<file path="src/rtl/seq_det_ctrl_pkg.sv">
// Shared types and defaults for the 1001 sequence-detector scan controller.
package seq_det_ctrl_pkg;

   typedef enum logic [2:0] {
      IDLE  = 3'd0,
      CLR   = 3'd1,
      SHIFT = 3'd2,
      DRAIN = 3'd3,
      DONE  = 3'd4
   } state_t;

   localparam int SEQ_DET_LAT_DEFAULT = 1;

endpackage

</file>
<file path="src/rtl/seq_det_hit_tap.sv">
// Delay line that aligns each shifted bit's {valid, index} tag with the
// detector response that bit produces LAT clocks later.
module seq_det_hit_tap #(
   parameter int LAT   = 1,
   parameter int CNT_W = 5
) (
   input  logic             clk,
   input  logic             rst,
   input  logic             launch,
   input  logic [CNT_W-1:0] launch_idx,
   output logic             tap_valid,
   output logic [CNT_W-1:0] tap_idx
);

   logic [LAT-1:0]   vld_pipe;
   logic [CNT_W-1:0] idx_pipe [LAT];

   always_ff @(posedge clk) begin
      if (rst) begin
         vld_pipe <= '0;
      end else begin
         for (int i = LAT - 1; i > 0; i--) vld_pipe[i] <= vld_pipe[i-1];
         vld_pipe[0] <= launch;
      end
   end

   // Index slots need no reset: they are only read alongside a valid bit.
   always_ff @(posedge clk) begin
      for (int i = LAT - 1; i > 0; i--) idx_pipe[i] <= idx_pipe[i-1];
      idx_pipe[0] <= launch_idx;
   end

   assign tap_valid = vld_pipe[LAT-1];
   assign tap_idx   = idx_pipe[LAT-1];

endmodule

</file>
<file path="src/rtl/seq_det_scan_ctrl.sv">
// Scan controller: accepts a word, shifts it MSB-first into the 1001 detector,
// and returns hit count / first-hit index once the detector pipeline drains.
module seq_det_scan_ctrl
   import seq_det_ctrl_pkg::*;
#(
   parameter  int DATA_W = 16,
   parameter  int LAT    = SEQ_DET_LAT_DEFAULT,
   localparam int CNT_W  = $clog2(DATA_W + 1)
) (
   input  logic              clk,
   input  logic              rst,
   input  logic              inValid,
   output logic              inReady,
   input  logic [DATA_W-1:0] inData,
   input  logic              inClr,
   output logic              seqOut,
   output logic              seqEn,
   output logic              detClr,
   input  logic              detIn,
   output logic              outValid,
   input  logic              outReady,
   output logic [CNT_W-1:0]  outCount,
   output logic [CNT_W-1:0]  outFirst,
   output logic              outHit,
   output logic [2:0]        dbg_state
);

   // Handshakes: a transfer happens on a rising edge where valid and ready are
   // both high; valid and its payload stay stable until that edge.

   localparam int DR_W = (LAT < 2) ? 1 : $clog2(LAT + 1);

   state_t            state;
   state_t            next_state;
   logic [DATA_W-1:0] shreg;
   logic [CNT_W-1:0]  bit_idx;
   logic [DR_W-1:0]   drain_cnt;
   logic [CNT_W-1:0]  out_count;
   logic [CNT_W-1:0]  out_first;
   logic              tap_valid;
   logic [CNT_W-1:0]  tap_idx;

   always_ff @(posedge clk) begin
      if (rst) state <= IDLE;
      else     state <= next_state;
   end

   always_comb begin
      next_state = state;
      case (state)
         IDLE:    if (inValid) next_state = inClr ? CLR : SHIFT;
         CLR:     next_state = SHIFT;
         SHIFT:   if (bit_idx == CNT_W'(DATA_W - 1)) next_state = DRAIN;
         DRAIN:   if (drain_cnt == DR_W'(LAT - 1)) next_state = DONE;
         DONE:    if (outReady) next_state = IDLE;
         default: next_state = IDLE;
      endcase
   end

   always_comb begin
      inReady   = (state == IDLE) && !rst;
      seqEn     = (state == SHIFT);
      seqOut    = (state == SHIFT) && shreg[DATA_W-1];
      detClr    = (state == CLR);
      outValid  = (state == DONE);
      outCount  = out_count;
      outFirst  = out_first;
      outHit    = (out_count != '0);
      dbg_state = state;
   end

   seq_det_hit_tap #(
      .LAT   (LAT),
      .CNT_W (CNT_W)
   ) u_hit_tap (
      .clk        (clk),
      .rst        (rst),
      .launch     (seqEn),
      .launch_idx (bit_idx),
      .tap_valid  (tap_valid),
      .tap_idx    (tap_idx)
   );

   always_ff @(posedge clk) begin
      if (rst) begin
         shreg     <= '0;
         bit_idx   <= '0;
         drain_cnt <= '0;
         out_count <= '0;
         out_first <= '0;
      end else begin
         // Tags are empty by the time DONE/IDLE is reached, so the accept-time
         // clear below never collides with a hit update.
         if (tap_valid && detIn) begin
            out_count <= out_count + 1'b1;
            if (out_count == '0) out_first <= tap_idx;
         end
         case (state)
            IDLE: begin
               if (inValid) begin
                  shreg     <= inData;
                  bit_idx   <= '0;
                  drain_cnt <= '0;
                  out_count <= '0;
                  out_first <= '0;
               end
            end
            SHIFT: begin
               shreg   <= {shreg[DATA_W-2:0], 1'b0};
               bit_idx <= bit_idx + 1'b1;
            end
            DRAIN:   drain_cnt <= drain_cnt + 1'b1;
            default: ;
         endcase
      end
   end

endmodule

</file>
<file path="config.mk">
export PLATFORM = sky130hd
export DESIGN_NAME = seq_det_scan_ctrl
export DESIGN_NICKNAME = d
export VERILOG_FILES = /design/src/rtl/seq_det_ctrl_pkg.sv /design/src/rtl/seq_det_hit_tap.sv /design/src/rtl/seq_det_scan_ctrl.sv
export SDC_FILE = /design/constraint.sdc
export NUM_CORES = 1
export LEC_CHECK = 0
export BUFFER_PORTS_ARGS = -buffer_cell sky130_fd_sc_hd__buf_4
export CORE_AREA = 2 2 65 67
export CTS_CLUSTER_DIAMETER = 80
export CTS_CLUSTER_SIZE = 8
export DETAILED_ROUTE_END_ITERATION = 12
export DIE_AREA = 0 0 67 69
export PLACE_DENSITY_LB_ADDON = 0.08
export REMOVE_ABC_BUFFERS = 1
export SETUP_SLACK_MARGIN = 0.3
export SLEW_MARGIN = 20
export SYNTH_ARGS = -nofsm -noshare
export SYNTH_HDL_FRONTEND = slang
export SYNTH_SLANG_ARGS = --single-unit
</file>
<file path="constraint.sdc">
create_clock -name clk -period 1.6 [get_ports clk]
set_input_delay 0.08 -clock clk [delete_from_list [all_inputs] [get_ports clk]]
set_output_delay 0.08 -clock clk [all_outputs]
set_load 0.01 [all_outputs]
</file>
# Yosys cells after proc, flatten, opt, wreduce, memory -nomap -nowiden
# Memories as Yosys holds them, arrays and structs flattened.
# Index checks and enable logic that the tools add are counted.
# Widths: inputs -> output; s select.
[word_totals]
regBits = 36
ramBits = 5
input_bits = 22
out_inout_bits = 19
word_cells = 51
mem_count = 1
[classes]
n_addsub = 3
eq_ne = 9
mux = 19
n_reduce_logical = 12
[mem_list]
columns = ["memory", "depth", "width", "read_ports", "rd_clocked_by_memory_dff", "write_ports", "line_no", "source"]
rows = [
  ["u_hit_tap.idx_pipe", 1, 5, 1, 0, 1, "seq_det_hit_tap.sv:16", "logic [CNT_W-1:0] idx_pipe [LAT];"],
]
[op_table]
columns = ["op", "n"]
rows = [
  ["$mux 5", 8],
  ["$pmux 16 s2", 1],
  ["$mux 16", 1],
  ["$pmux 3 s5", 1],
  ["$mux 3", 4],
  ["$add 5x1->5 const B", 2],
  ["$pmux 5 s2", 1],
  ["$eq 3x2->1 const B", 2],
  ["$ne 2x2->1 const B", 3],
  ["$eq 5x4->1 const B", 1],
  ["$logic_not 5->1", 1],
  ["$reduce_bool 5->1", 1],
  ["$reduce_and 2->1", 2],
  ["$reduce_and 4->1", 1],
  ["$reduce_bool 2->1", 2],
  ["$eq 3x1->1 const B", 1],
  ["$eq 3x3->1 const B", 1],
  ["$logic_and 1x1->1", 3],
  ["$logic_not 3->1", 1],
  ["$mux 2", 1],
  ["$ne 2x1->1 const B", 1],
  ["$pmux 1 s2", 1],
  ["$add 1x1->1 const B", 1],
  ["$logic_not 1->1", 1],
  ["$mux 1", 1],
]

# Logic depth before layout (Yosys ltp)
# Gate-level depths: netlist of the first run.
[depth]
word_depth = 5
mapped_depth = 7
mapped_depth_nobuf = 7

# Modules after synthesis
# Synthesis of the first run repeated with hierarchy kept, for this count alone.
[unflattened]
hier_cells = 230
area_unflattened_um2 = 1980.6
[modules_own_cells]
columns = ["module", "n_inst", "cells_each", "area_each_um2"]
rows = [
  ["seq_det_scan_ctrl", 1, 223, 1846.8],
  ["seq_det_hit_tap", 1, 7, 133.9],
]

# Worst setup path before layout of the first run
# OpenSTA, ideal clock, no wires.
[synth_timing]
path_kind = "reg2reg"
from = "reg out_count[0] (netlist: outCount[0])"
to = "reg out_first[0] (netlist: outFirst[0])"
setup_time_ns = 0.128
arrival_time_ns = 1.586
setup_slack_ns = -0.114
path_stages_with_launch = 8
n_path_buf = 1
period_less_slack_ns = 1.714
cell_sequence = "dfxtp_1 -> inv_1 -> ha_1 -> or4b_4 -> or2_1 -> buf_6 -> mux2i_1 -> nor2_1"
[synth_via]
elab_chain_len = 5
[synth_rtl]
columns = ["element", "line_no", "source"]
rows = [
  ["start, declared", "seq_det_scan_ctrl.sv:38", "logic [CNT_W-1:0] out_count;"],
  ["start signal, assigned", "seq_det_scan_ctrl.sv:95", "out_count <= out_count + 1'b1;"],
  ["$logic_not 5->1 (*)", "seq_det_scan_ctrl.sv:96", "if (out_count == '0) out_first <= tap_idx;"],
  ["$mux 5 (*)", "seq_det_scan_ctrl.sv:96", ""],
  ["$mux 5 (*)", "seq_det_scan_ctrl.sv:94", "if (tap_valid && detIn) begin"],
  ["$mux 5", "seq_det_scan_ctrl.sv:100", "if (inValid) begin"],
  ["$mux 5 (*)", "seq_det_scan_ctrl.sv:98", "case (state)"],
  ["end signal, assigned", "seq_det_scan_ctrl.sv:96", ""],
  ["end, declared", "seq_det_scan_ctrl.sv:39", "logic [CNT_W-1:0] out_first;"],
]
# Every way passes the cells marked *; elsewhere a longest branch is shown, timed or not.
# A chain may end at the register's enable or synchronous reset.

# Worst setup path after layout of the first run
[layout_timing]
from = "reg bit_idx[1]"
to = "reg state[2] (netlist: dbg_state[2])"
[layout_via]
elab_chain_len = 3
[layout_rtl]
columns = ["element", "line_no", "source"]
rows = [
  ["start, declared", "seq_det_scan_ctrl.sv:36", "logic [CNT_W-1:0] bit_idx;"],
  ["start signal, assigned", "seq_det_scan_ctrl.sv:110", "bit_idx <= bit_idx + 1'b1;"],
  ["$eq 5x4->1", "seq_det_scan_ctrl.sv:53", "SHIFT: if (bit_idx == CNT_W'(DATA_W - 1)) next_state = DRAIN;"],
  ["$ne 2x2->1 (no line)", "n/a", ""],
  ["$reduce_and 4->1 (no line)", "n/a", ""],
  ["end signal, assigned", "seq_det_scan_ctrl.sv:45", "else state <= next_state;"],
  ["end, declared", "seq_det_scan_ctrl.sv:33", "state_t state;"],
]
# Every way passes these cells.

==> impl_summary.md, run 1 <==
Outcome
The flow ran to the end, and the final reports show no timing, DRC or antenna violations.

Synthesis
In the synthesized netlist the dominant register cell turns out to be sky130_fd_sc_hd__dfxtp_1. The number of register bits inferred by synthesis is 41. Ranked by instance count, the synthesized netlist is headed by 41 x sky130_fd_sc_hd__dfxtp_1, 30 x sky130_fd_sc_hd__nor2_1, 21 x sky130_fd_sc_hd__mux2i_1. The mean instance size in the synthesized netlist is 9.47 µm². The Yosys warning count is 0. Counting every instance in the synthesized netlist gives 188. The sequential cell area fraction in the yosys report is 46.1%.

The fraction of synthesized cell area taken by the top area cell type is 46.1%. The distinct cell type count after synthesis is 34. In the post-synthesis netlist, the biggest area contributors are sky130_fd_sc_hd__dfxtp_1 46%, sky130_fd_sc_hd__mux2i_1 12%, sky130_fd_sc_hd__a211oi_1 6.7%. The share of flip-flops with an asynchronous set or reset is 0%. Of all cell types, the one taking the most synthesized area is sky130_fd_sc_hd__dfxtp_1. The netlist area before placement is 0.00178 mm². The most numerous cell in the Yosys netlist is sky130_fd_sc_hd__dfxtp_1. The number of synthesized flops with an enable pin is 0.

Setup path
The cell with the largest stage delay on the worst path is sky130_fd_sc_hd__dfxtp_2. The number of buffers and inverters on the critical path is 0. The type of origin of the critical path is a flip-flop. The type of element capturing the critical path is a flip-flop. The critical path arrival is 1810 ps. The kind of cell with the highest combined delay along the critical path is simple AND/OR/NAND/NOR gates.

The most frequent cell on the critical path is sky130_fd_sc_hd__ha_4. Along the worst path, the maximum fanout reaches 2. The required time at the endpoint of the critical path is 1820 ps. Across all register-to-register paths, the minimum setup slack is 4 ps.

The worst register-to-register path begins at bit_idx[1]$_SDFFE_PP0P_. The endpoint of the most critical register-to-register path is dbg_state[2]$_SDFFE_PP0P_. The largest stage delay on the critical path is 340 ps. The category of the critical setup timing path is reg2reg.

The worst register-to-register path has a depth of 7. Walking the worst path, the cells encountered are ha_4 > and3_4 > ha_4 > nor2b_4 > nor4b_2 > a21o_1 > mux2i_1.

Floorplan
The total number of placement rows is 23. The full die area is 0.00462 mm². The die height is 69 µm. The core area is 0.00391 mm².

The effective utilization at floorplan is 45.5%. 41 I/O pins were placed. The die is 67 µm wide.

Placed design
The cell area reported after detailed placement is 0.00219 mm². The number of buffers added on ports is 40. Detailed placement finished with a half-perimeter wire length of 2580 µm. The congestion estimate from routability-driven global placement came to 0.771. Counting tap cells, the placed design contains a total of 279 instances. Before CTS, the worst setup slack after placement is -94.1 ps.

Drt
Using the TritonRoute via totals, the vias-per-cell ratio works out to 5.16. Summed over all nets, wire length on met3 after detailed routing comes to 163 µm. The number of remaining DRC errors is 0. The remaining antenna violation count after routing is 0. Detailed routing placed a total of 2320 µm of wire on met2. The count of routing violations after the opening detailed-route iteration is 47.

The routed length per instance is 14.0 µm. The final route contains 1610 vias. The detailed router used layers up to and including met4. The detailed-router iteration count before antenna repair is 4.

The detailed router put a total of 1780 µm of wire on met1. The overall routed net length is 4380 µm.

Layout
For this run, the share of the core covered by cells in the final layout is 72.2%. The fraction of layout instances using a drive strength above 1 is 49.2%. In the final design database the tool counted 287 nets. 0 antenna diodes ended up in the layout.

The final design instance area without fill is 0.00283 mm². The filler-free cell count of the finished design is 312. The relative area change from synthesis to final layout is 58.7%.

Pwr
Power spread over the standard cell area amounts to 1000 mW/mm². The total net switching power is 753 µW. The cell-internal power is 2070 µW. The clock group share of total power is 30.3%.

Summed over all cells, the static leakage comes to 0.00121 µW. The register share of total power is 41.0%. Combinational logic burns 28.7% of the power.

IR analysis of the VDD net gives a maximum drop of 741 µV. Net switching is 26.7% of the power.

CTS
For this design, the sink count on the clock tree is 41. The number of clock buffers inserted by TritonCTS is 5. The H-tree was split into 2 levels. The source-to-sink clock delay at the later pin of the worst-skew pair is 290 ps. CTS placed an instance of sky130_fd_sc_hd__clkbuf_8 at the clock tree root. Clock-pin slew was measured on the worst setup and hold paths at 80 ps.

The clock tree from TritonCTS is yes. Counting along the longest clock path gives a buffer depth of 2.

STA
The setup clock skew after layout is 5.14 ps. The minimum setup slack in the final design is 3.96 ps. The hold violation total from the final report is 0. At the pin with the least slew margin, the transition time is 373 ps. The shortest period the worst path allows is 1600 ps. The maximum achievable frequency is 627 MHz.

The share of the clock period used by the worst path after layout is 99.8%. Setup violations remaining at the end of the flow were counted as 0. The number of pins with negative max-slew slack in the final report is 0.

Setup repair after global routing could not meet its margin everywhere. The headroom to the max-slew limit is 75.1%.

Global route
The via count of the first global-routing pass is 1587. The wire length of the first global-routing pass is 7010 µm. The number of antenna violations at the first check in global routing is 0. The global-route usage over all layers is 19.4%. Entering global routing, the biggest net connects 29 pins.

The aggregate global routing overflow is 0.

Worst hold path
In this run the worst hold path is classified as in2reg. The startpoint identified for the worst hold timing path is detIn. The worst hold path was traced through 3 stages. The end point of the worst hold path is outCount[1]$_SDFF_PP0_.

Job
The number of max-capacitance violations reported is 0.
## repair_timing
item | 4_1_cts | 5_1_grt
buffers inserted | 14 | 8
hold buffers | 0 | 0
gates resized for setup | 48 | 27
endpoints found under the setup margin | 32 | 36
pin swaps | 15 | 13
cloned | 3 | 0
## logic make-up after synthesis
logic type                 after synthesis  synth area share [%]
DFF                                     41                  46.1
AOI/OAI and AO/OA                       36                  13.9
buffers and inverters                   18                  5.13
xor gates and xnor gates                 4                  1.97
muxes                                   21                  11.8
adders and majority gates                4                  2.81
and+or+nand+nor                         64                  18.3
## power groups by stage
stage | registers [µW] | logic, µW | clock network [µW]
global placement | 1170 | 451 | 0
finish | 1160 | 812 | 855
detailed placement | 1170 | 469 | 0
CTS | 1150 | 693 | 873
global route | 1170 | 872 | 912
floorplan | 1180 | 268 | 0
## state kept, by name (all words and copies together) (netlist names)
name / cells
dbg_state: 3
shreg: 16
outFirst: 5
u_hit_tap.idx_pipe: 5
drain_cnt: 1
u_hit_tap.tap_valid: 1
bit_idx: 5
outCount: 5
## stage by stage
step	hold slack [ps]	TNS (ps)	power, µW
CTS	65.6	-0.449	2720
global route	77.2	-288	2950
detailed placement	372	-455	1640
global placement	364	-69.9	1620
floorplan	149	-7680	1440
finish	62.2	0	2830
## placed cells by master (no fill, tap or decap), drive strengths merged, types with 4 or more instances in the layout
master  instances
a211oi         16
dfxtp          41
nor2           30
mux2i          21
inv             5
ha              4
nand3           8
nand2           5
clkbuf          7
buf            79
nor2b           7
o21ai           5
a21oi           6
## layout make-up
class,instances,area (µm²)
Clock buffer,7,86.3
Clock inverter,1,30.0
Fill cell,279,1090
Inverter,5,18.8
Multi-Input combinational cell,129,1070
Sequential cell,41,836
Tap cell,50,62.6
Timing Repair Buffer,79,726
## worst min-delay path, stage by stage
cell and delay [ps]:
sky130_fd_sc_hd__buf_4 120, sky130_fd_sc_hd__nand3_1 60, sky130_fd_sc_hd__a21oi_1 50
## worst max-delay path by stage
stage                              start                         to  slack [ps]  cells after the start
2_1_floorplan  dbg_state[1]$_SDFFE_PP0P_    bit_idx[3]$_SDFFE_PP0P_        -390                      3
3_3_place_gp     bit_idx[0]$_SDFFE_PP0P_  dbg_state[2]$_SDFFE_PP0P_         -10                      7
3_5_place_dp      outCount[0]$_SDFF_PP0_     outFirst[0]$_SDFF_PP0_         -90                      6
4_1_cts          bit_idx[1]$_SDFFE_PP0P_  dbg_state[2]$_SDFFE_PP0P_        -0.4                      7
5_1_grt           outCount[0]$_SDFF_PP0_     outFirst[4]$_SDFF_PP0_         -70                      6
6_report         bit_idx[1]$_SDFFE_PP0P_  dbg_state[2]$_SDFFE_PP0P_           4                      7
## routing by layer
layer  vias to the layer above  track usage, %
li1                        801               -
met1                       758            22.4
met2                        40            33.6
met3                        11            4.08
met4                         0            8.39
met5                         -               0
Note: power is estimated with default switching activity, not from simulation.
==> inputs of run 2 (changes only) <==
--- a/config.mk
+++ b/config.mk
@@ -6,11 +6,11 @@
 export NUM_CORES = 1
 export LEC_CHECK = 0
 export BUFFER_PORTS_ARGS = -buffer_cell sky130_fd_sc_hd__buf_4
-export CORE_AREA = 2 2 65 67
+export CORE_AREA = 2 2 75 77
 export CTS_CLUSTER_DIAMETER = 80
 export CTS_CLUSTER_SIZE = 8
 export DETAILED_ROUTE_END_ITERATION = 12
-export DIE_AREA = 0 0 67 69
+export DIE_AREA = 0 0 77 79
 export PLACE_DENSITY_LB_ADDON = 0.08
 export REMOVE_ABC_BUFFERS = 1
 export SETUP_SLACK_MARGIN = 0.3
==> run 2 against run 1 <==
Net effect: sequential power is essentially flat; die area grew 32%; combinational power shrank 19%; wire length shrank 3.7%; utilization shrank 22 points; non-clock buffer count shrank 10; global-route usage shrank 5.6 points; total power shrank 6.2%; via count shrank 3.0%; worst setup slack gained 39 ps; sequential cell count is the same; worst hold slack gained 29 ps; critical path type unchanged.
==> impl_summary.md, run 2 (synthesis gave the netlist of run 1 again) <==
CTS
The TritonCTS sink count was 41 (unchanged). The clock tree from TritonCTS is yes (unchanged). The source-to-sink clock delay at the later pin of the worst-skew pair was 290 ps (about the same). The clock-pin slew of the registers on the worst-case setup and hold paths came to 90 ps (was 80 ps). The level count of the clock H-tree was 2 (unchanged).

The maximum clock insertion buffer count is 2 (unchanged). The number of clock buffers inserted by TritonCTS was 5 (unchanged). The post-cts hold buffer count was 0 (unchanged).

The clock tree root driver cell is sky130_fd_sc_hd__clkbuf_8 (unchanged).

Setup path
The largest stage delay on the critical path came to 350 ps (was 340 ps). The number of buffer and inverter instances along the worst setup path came to 0 (unchanged). The cell type group with the largest total delay on the critical path is simple AND/OR/NAND/NOR gates (unchanged). The type of element capturing the critical path is a flip-flop (unchanged). The most frequent cell on the critical path is sky130_fd_sc_hd__ha_4 (unchanged).

The critical path arrival is 1780 ps (was 1810 ps). The category of the critical setup timing path is reg2reg (unchanged). The cell with the largest stage delay on the worst path is sky130_fd_sc_hd__dfxtp_2 (unchanged). The required time at the endpoint of the critical path is 1830 ps (was 1820 ps). The type of origin of the critical path is a flip-flop (unchanged). The beginning of the worst register-to-register path is bit_idx[1]$_SDFFE_PP0P_ (unchanged).

Ordered list of cells on the worst path: ha_4 > and3_4 > ha_4 > nor2b_4 > nor4b_2 > a21o_1 > mux2i_1 (unchanged). The endpoint of the most critical register-to-register path is dbg_state[2]$_SDFFE_PP0P_ (unchanged). The maximum fanout along the worst path is 2 (unchanged). The depth of the most critical reg-to-reg path is 7 (unchanged). The register-to-register setup slack was 40 ps (was 4 ps).

Worst hold path
The cell depth of the worst hold path came to 3 (unchanged). The path class of the lowest-slack min-delay path is in2reg (unchanged). The end point of the worst hold path is outCount[1]$_SDFF_PP0_ (unchanged). The beginning of the worst hold path is detIn (unchanged).

Pwr
The power density of the placed cells is 986 mW/mm² (was 1000 mW/mm²). The combinational cell fraction of total power is 24.7% (was 28.7%). The worst vdd rail ir drop is 513 µV (was 741 µV).

The clock group share of total power is 31.5% (was 30.3%). The register share of total power is 43.7% (was 41.0%). The standby leakage power came to 0.00113 µW (was 0.00121 µW). The total net switching power came to 721 µW (was 753 µW). The cell-internal power is 1930 µW (was 2070 µW).

The switching power share of the total is 27.2% (was 26.7%).

STA
The maximum achievable frequency is 642 MHz (was 627 MHz). The number of pins with negative max-slew slack in the final report was 0 (unchanged). The headroom to the max-slew limit is 74.5% (was 75.1%). Unrepaired setup endpoints after global routing: true (unchanged).

The setup clock skew after layout is 11.3 ps (was 5.14 ps). The minimum setup slack in the final design came to 43.2 ps (was 3.96 ps). The final setup violation count is 0 (unchanged). The shortest period the worst path allows was 1560 ps (was 1600 ps).

The share of the clock period used by the worst path after layout was 97.3% (was 99.8%). The actual transition at the worst max-transition pin was 378 ps (was 373 ps). The hold violation total from the final report was 0 (unchanged).

Drt
The detail-routed via count per cell was 4.82 (was 5.16). The detailed-router iteration count before antenna repair was 4 (unchanged). The total number of vias came to 1562 (was 1610).

The count of routing violations after the opening detailed-route iteration came to 36 (was 47). The overall routed net length is 4220 µm (was 4380 µm). The number of remaining DRC errors is 0 (unchanged). The remaining antenna violation count after routing was 0 (unchanged). The routed length per instance is 13.0 µm (was 14.0 µm).

Global route
The number of antenna violations at the first check in global routing is 0 (unchanged). The wire length of the first global-routing pass was 6790 µm (was 7010 µm). The via count of the first global-routing pass is 1511 (was 1587). The largest net degree at the start of global routing is 34 (was 29). The aggregate global routing overflow was 0 (unchanged). The global-route usage over all layers is 13.7% (was 19.4%).

Floorplan
The x dimension of the die is 77 µm (was 67 µm). The full die area is 0.00608 mm² (was 0.00462 mm²). The die height is 79 µm (was 69 µm).

The number of top-level pins is 41 (unchanged). The effective utilization at floorplan is 33.4% (was 45.5%). The total number of placement rows is 27 (was 23). The core area is 0.00534 mm² (was 0.00391 mm²).

Layout
The most frequent standard cell in the layout excluding fill and tap cells is sky130_fd_sc_hd__buf_4 (unchanged). Most frequent cells in the layout: 55 x sky130_fd_sc_hd__buf_4, 35 x sky130_fd_sc_hd__dfxtp_1, 28 x sky130_fd_sc_hd__nor2_1, 19 x sky130_fd_sc_hd__mux2i_1, 13 x sky130_fd_sc_hd__a211oi_1 (was 59 x sky130_fd_sc_hd__buf_4, 33 x sky130_fd_sc_hd__dfxtp_1, 28 x sky130_fd_sc_hd__nor2_1, 16 x sky130_fd_sc_hd__mux2i_1, 14 x sky130_fd_sc_hd__buf_6). The flip-flop count of the largest register, all copies and words added came to 16 (unchanged). The relative area change from synthesis to final layout was 50.9% (was 58.7%). The core occupancy in the finished layout is 50.4% (was 72.2%). The total number of nets in the final design is 277 (was 287). The largest register by flop count is shreg (unchanged). The antenna cell count is 0 (unchanged). The number of inserted filler cells in the final layout came to 518 (was 279). The fraction of layout instances using a drive strength above 1 is 44.4% (was 49.2%). The final design instance area without fill is 0.00269 mm² (was 0.00283 mm²).

The filler-free cell count of the finished design is 324 (was 312).

Placed design
The cell area reported after detailed placement is 0.00221 mm² (was 0.00219 mm²). The number of buffers added on ports came to 40 (unchanged). The routability congestion estimate from global placement is 0.702 (was 0.771). The instance count after placement with tap cells included is 300 (was 279). The post-place setup slack came to -90.8 ps (was -94.1 ps). The HPWL after detailed placement was 2580 µm (about the same).

Job
The number of max-capacitance violations reported is 0 (unchanged).

Outcome
Run status: finished, final reports clean (unchanged).
==> run 2: layout make-up <==
class / instances / area [µm²] / area share (%)
multi-input cells: 129 / 1030 / 38.5
inverters: 5 / 18.8 / 0.698
flip-flops and latches: 41 / 836 / 31.1
well taps: 72 / 90.1 / 3.35
clock buffers: 6 / 72.6 / 2.70
clock inverters: 2 / 38.8 / 1.44
repair buffers: 69 / 597 / 22.2
==> run 2: worst max path at each step <==
stage | startpoint | endpoint | slack (ps) | cells past startpoint
after floorplan | dbg_state[1]$_SDFFE_PP0P_ | bit_idx[3]$_SDFFE_PP0P_ | -390 | 3
after global placement | bit_idx[0]$_SDFFE_PP0P_ | dbg_state[2]$_SDFFE_PP0P_ | -60 | 7
after detailed placement | outCount[0]$_SDFF_PP0_ | outFirst[4]$_SDFF_PP0_ | -90 | 6
after CTS | outCount[0]$_SDFF_PP0_ | outFirst[4]$_SDFF_PP0_ | 40 | 6
after global routing | outCount[0]$_SDFF_PP0_ | outFirst[0]$_SDFF_PP0_ | -50 | 6
final | bit_idx[1]$_SDFFE_PP0P_ | dbg_state[2]$_SDFFE_PP0P_ | 40 | 7
==> run 2: power by group through the flow <==
stage,clock [µW],sequential (µW),combinational [µW]
floorplan,0,1180,268
global placement,0,1170,451
detailed placement,0,1180,463
CTS,858,1150,550
global route,909,1170,713
finish,836,1160,656
==> run 2: tightest hold or removal path, stage by stage <==
cell and delay, ps:
sky130_fd_sc_hd__buf_4 120, sky130_fd_sc_hd__nand3_1 70, sky130_fd_sc_hd__a21oi_1 60
==> run 2: per-layer routing <==
layer | track usage [%] | share of wire [%] | vias up
li1 | - | - | 784
met1 | 17.7 | 45 | 735
met2 | 22.5 | 49 | 36
met3 | 3.18 | 4.1 | 7
met4 | 5.00 | 1.3 | 0
met5 | 0 | 0 | -
==> run 2: metrics by stage <==
stage	total power (µW)	setup TNS (ps)	hold WS, ps
2_1_floorplan	1440	-7680	149
3_3_place_gp	1620	-286	366
3_5_place_dp	1640	-542	372
4_1_cts	2560	0	80.8
5_1_grt	2790	-79.2	96.9
6_report	2650	0	91.6
==> run 2: what timing repair did <==
action | in CTS | in global routing
cloned | 0 | 1
endpoints found under the setup margin | 35 | 33
buffers inserted | 12 | 3
resized for setup | 33 | 27
hold endpoints to repair | 0 | 0
pin swaps | 8 | 10
==> inputs of run 3 (changes only) <==
--- a/config.mk
+++ b/config.mk
@@ -5,12 +5,12 @@
 export SDC_FILE = /design/constraint.sdc
 export NUM_CORES = 1
 export LEC_CHECK = 0
-export BUFFER_PORTS_ARGS = -buffer_cell sky130_fd_sc_hd__buf_4
-export CORE_AREA = 2 2 75 77
+export CORE_AREA = 2 2 70 72
 export CTS_CLUSTER_DIAMETER = 80
 export CTS_CLUSTER_SIZE = 8
 export DETAILED_ROUTE_END_ITERATION = 12
-export DIE_AREA = 0 0 77 79
+export DIE_AREA = 0 0 72 74
+export DONT_BUFFER_PORTS = 1
 export PLACE_DENSITY_LB_ADDON = 0.08
 export REMOVE_ABC_BUFFERS = 1
 export SETUP_SLACK_MARGIN = 0.3
==> constraint.sdc (replaced) <==
create_clock -name clk -period 1.9 [get_ports clk]
set_input_delay 0.095 -clock clk [delete_from_list [all_inputs] [get_ports clk]]
set_output_delay 0.095 -clock clk [all_outputs]
set_load 0.01 [all_outputs]
==> run 3 against run 2 <==
Net effect: wire length shrank 17%; sequential share of layout area grew 8.4 points; global-route usage grew 0.19 points; die area shrank 12%; worst setup slack gained 230 ps; via count shrank 17%; final area shrank 21%; combinational power shrank 49%; final cell count shrank 22%.
==> impl_summary.md, run 3 (synthesis gave the netlist of run 1 again) <==
Global route
The largest net degree at the start of global routing is 30 (was 34). The global-route usage over all layers came to 13.9% (was 13.7%). The wire length of the first global-routing pass was 5840 µm (was 6790 µm). The aggregate global routing overflow is 0 (unchanged). The via count of the first global-routing pass was 1301 (was 1511). The number of antenna violations at the first check in global routing is 0 (unchanged).

Layout
The antenna cell count is 0 (unchanged). Most frequent cells in the layout: 35 x sky130_fd_sc_hd__dfxtp_1, 30 x sky130_fd_sc_hd__nor2_1, 21 x sky130_fd_sc_hd__mux2i_1, 16 x sky130_fd_sc_hd__a211oi_1, 9 x sky130_fd_sc_hd__buf_4 (was 55 x sky130_fd_sc_hd__buf_4, 35 x sky130_fd_sc_hd__dfxtp_1, 28 x sky130_fd_sc_hd__nor2_1, 19 x sky130_fd_sc_hd__mux2i_1, 13 x sky130_fd_sc_hd__a211oi_1). The number of inserted filler cells in the final layout is 464 (was 518). The fraction of layout instances using a drive strength above 1 is 19.2% (was 44.4%). The most frequent standard cell in the layout excluding fill and tap cells is sky130_fd_sc_hd__dfxtp_1 (was sky130_fd_sc_hd__buf_4). The final design instance area without fill is 0.00211 mm² (was 0.00269 mm²). The largest register by flop count is shreg (unchanged). The total number of nets in the final design is 223 (was 277). The filler-free cell count of the finished design was 252 (was 324). The relative area change from synthesis to final layout came to 18.6% (was 50.9%). The flip-flop count of the largest register, all copies and words added is 16 (unchanged).

Setup path
The maximum fanout along the worst path was 5 (was 2). The beginning of the worst register-to-register path is outCount[0]$_SDFF_PP0_ (was bit_idx[1]$_SDFFE_PP0P_). The type of element capturing the critical path was a flip-flop (unchanged). The required time at the endpoint of the critical path is 2080 ps (was 1830 ps). The type of origin of the critical path is a flip-flop (unchanged).

The start point of the critical path is outCount[0]$_SDFF_PP0_ (was bit_idx[1]$_SDFFE_PP0P_). The number of buffer and inverter instances along the worst setup path is 1 (was 0). Ordered list of cells on the worst path: inv_2 > ha_4 > or4b_4 > or2_4 > mux2i_1 > nor2_1 (was ha_4 > and3_4 > ha_4 > nor2b_4 > nor4b_2 > a21o_1 > mux2i_1). The largest stage delay on the critical path is 480 ps (was 350 ps). The critical path arrival is 1810 ps (was 1780 ps). The cell type group with the largest total delay on the critical path is simple AND/OR/NAND/NOR gates (unchanged). The cell with the largest stage delay on the worst path is sky130_fd_sc_hd__or4b_4 (was sky130_fd_sc_hd__dfxtp_2). The category of the critical setup timing path is reg2reg (unchanged).

Placed design
The HPWL after detailed placement is 2320 µm (was 2580 µm). The routability congestion estimate from global placement is 0.775 (was 0.702). The instance count after placement with tap cells included came to 236 (was 300). The cell area reported after detailed placement is 0.00185 mm² (was 0.00221 mm²). The number of buffers added on ports is 0 (was 40).

Floorplan
The total number of placement rows is 25 (was 27). The number of top-level pins was 41 (unchanged). The core area is 0.00460 mm² (was 0.00534 mm²). The full die area is 0.00533 mm² (was 0.00608 mm²).

The effective utilization at floorplan is 38.7% (was 33.4%). The die height was 74 µm (was 79 µm). The x dimension of the die was 72 µm (was 77 µm).

STA
The final setup violation count is 0 (unchanged). Unrepaired setup endpoints after global routing: true (unchanged). The headroom to the max-slew limit is 35.5% (was 74.5%).

The number of pins with negative max-slew slack in the final report is 0 (unchanged). The maximum achievable frequency came to 614 MHz (was 642 MHz). The hold violation total from the final report is 0 (unchanged). The actual transition at the worst max-transition pin is 964 ps (was 378 ps).

The final-layout setup total negative slack is 0 ps (unchanged). The shortest period the worst path allows is 1630 ps (was 1560 ps). The share of the clock period used by the worst path after layout was 85.8% (was 97.3%). The setup clock skew after layout is 5.13 ps (was 11.3 ps).

Drt
The detailed route wirelength on metal3 came to 186 µm (was 173 µm). The total number of vias was 1299 (was 1562). The overall routed net length was 3490 µm (was 4220 µm). The remaining antenna violation count after routing is 0 (unchanged). The number of remaining DRC errors was 0 (unchanged). The uppermost layer routed is met4 (unchanged). The wire length on met1 is 1620 µm (was 1910 µm). The routed length per instance was 13.8 µm (was 13.0 µm). The detailed-router iteration count before antenna repair came to 4 (unchanged). The count of routing violations after the opening detailed-route iteration is 65 (was 36).

The total length of routed met2 wires is 1640 µm (was 2080 µm). The detail-routed via count per cell is 5.15 (was 4.82).

CTS
The source-to-sink clock delay at the later pin of the worst-skew pair is 290 ps (about the same). The TritonCTS sink count is 41 (unchanged). The maximum clock insertion buffer count is 2 (unchanged). The clock tree root driver cell is sky130_fd_sc_hd__clkbuf_8 (unchanged). The clock-pin slew of the registers on the worst-case setup and hold paths is 80 ps (was 90 ps). The number of clock buffers inserted by TritonCTS was 5 (unchanged). The clock tree from TritonCTS is yes (unchanged).

The level count of the clock H-tree was 2 (unchanged).

Pwr
The standby leakage power is 0.000811 µW (was 0.00113 µW). The power density of the placed cells is 956 mW/mm² (was 986 mW/mm²). The worst vdd rail ir drop is 323 µV (was 513 µV).

Job
The number of max-capacitance violations reported is 0 (unchanged).

Outcome
Run status: finished, final reports clean (unchanged).

Worst hold path
The beginning of the worst hold path is detIn (unchanged). The path class of the lowest-slack min-delay path is in2reg (unchanged).
-- run 3: cell types whose count changed in the layout (fill, tap and decap cells not counted), sizes merged --
cell / previous run / this run
buf: 68 / 11
dlygate4sd3: 0 / 4
clkbuf: 7 / 5
clkinvlp: 0 / 1
-- run 3: worst reg2reg max path: cells and delay by family (launching register included) --
kind / cells / cell delay [ps]
mux: 1 / 170
flops: 1 / 330
fa+ha+maj: 1 / 110
buf+inv: 1 / 70
simple gates: 3 / 840
-- run 3: final cells by class --
| cell class | instances | area (µm²) | share of cell area (%) |
|---|---|---|---|
| Multi-Input combinational cell | 129 | 928 | 44.0 |
| Clock buffer | 5 | 68.8 | 3.26 |
| Tap cell | 54 | 67.6 | 3.20 |
| Clock inverter | 3 | 46.3 | 2.19 |
| Sequential cell | 41 | 833 | 39.5 |
| Inverter | 5 | 18.8 | 0.889 |
| Timing Repair Buffer | 15 | 148 | 6.99 |
-- run 3: path summary, 6_finish.rpt --
check / slack, ps / cells after the start / end
max reg2reg: 270 / 6 / outFirst[3]$_SDFF_PP0_
max: 270 / 6 / outFirst[3]$_SDFF_PP0_
min reg2reg: 380 / 0 / u_hit_tap.idx_pipe[0][4]$_DFF_P_
min: 30 / 3 / outCount[2]$_SDFF_PP0_
-- run 3: routing by layer --
| metal | global-route usage (%) | vias up |
|---|---|---|
| li1 | - | 674 |
| met5 | 0 | - |
| met1 | 16.8 | 593 |
| met4 | 5.45 | 0 |
| met3 | 5.01 | 5 |
| met2 | 22.9 | 27 |
-- run 3: what timing repair did --
action,in CTS,in global routing
buffers inserted,4,0
resized for setup,20,2
endpoints found under the setup margin,8,8
pin swaps,6,2
endpoints found under the hold margin,27,24
hold buffers,3,1
-- run 3: where the power goes --
group | switching (µW) | internal (µW)
Clock | 309 | 393
Combinational | 175 | 161
Sequential | 53.3 | 928
-- run 3: per-stage QoR --
step | hold WS (ps) | power (µW) | utilization, % | worst slack (ps)
6_report | 27.1 | 2020 | 45.9 | 270
5_1_grt | 36.3 | 2130 | 45.9 | 187
4_1_cts | -150 | 2040 | 45.4 | 260
3_5_place_dp | 171 | 1310 | 40.3 | 111
3_3_place_gp | 171 | 1300 | 40.3 | 204
2_1_floorplan | 164 | 1220 | - | -94.7
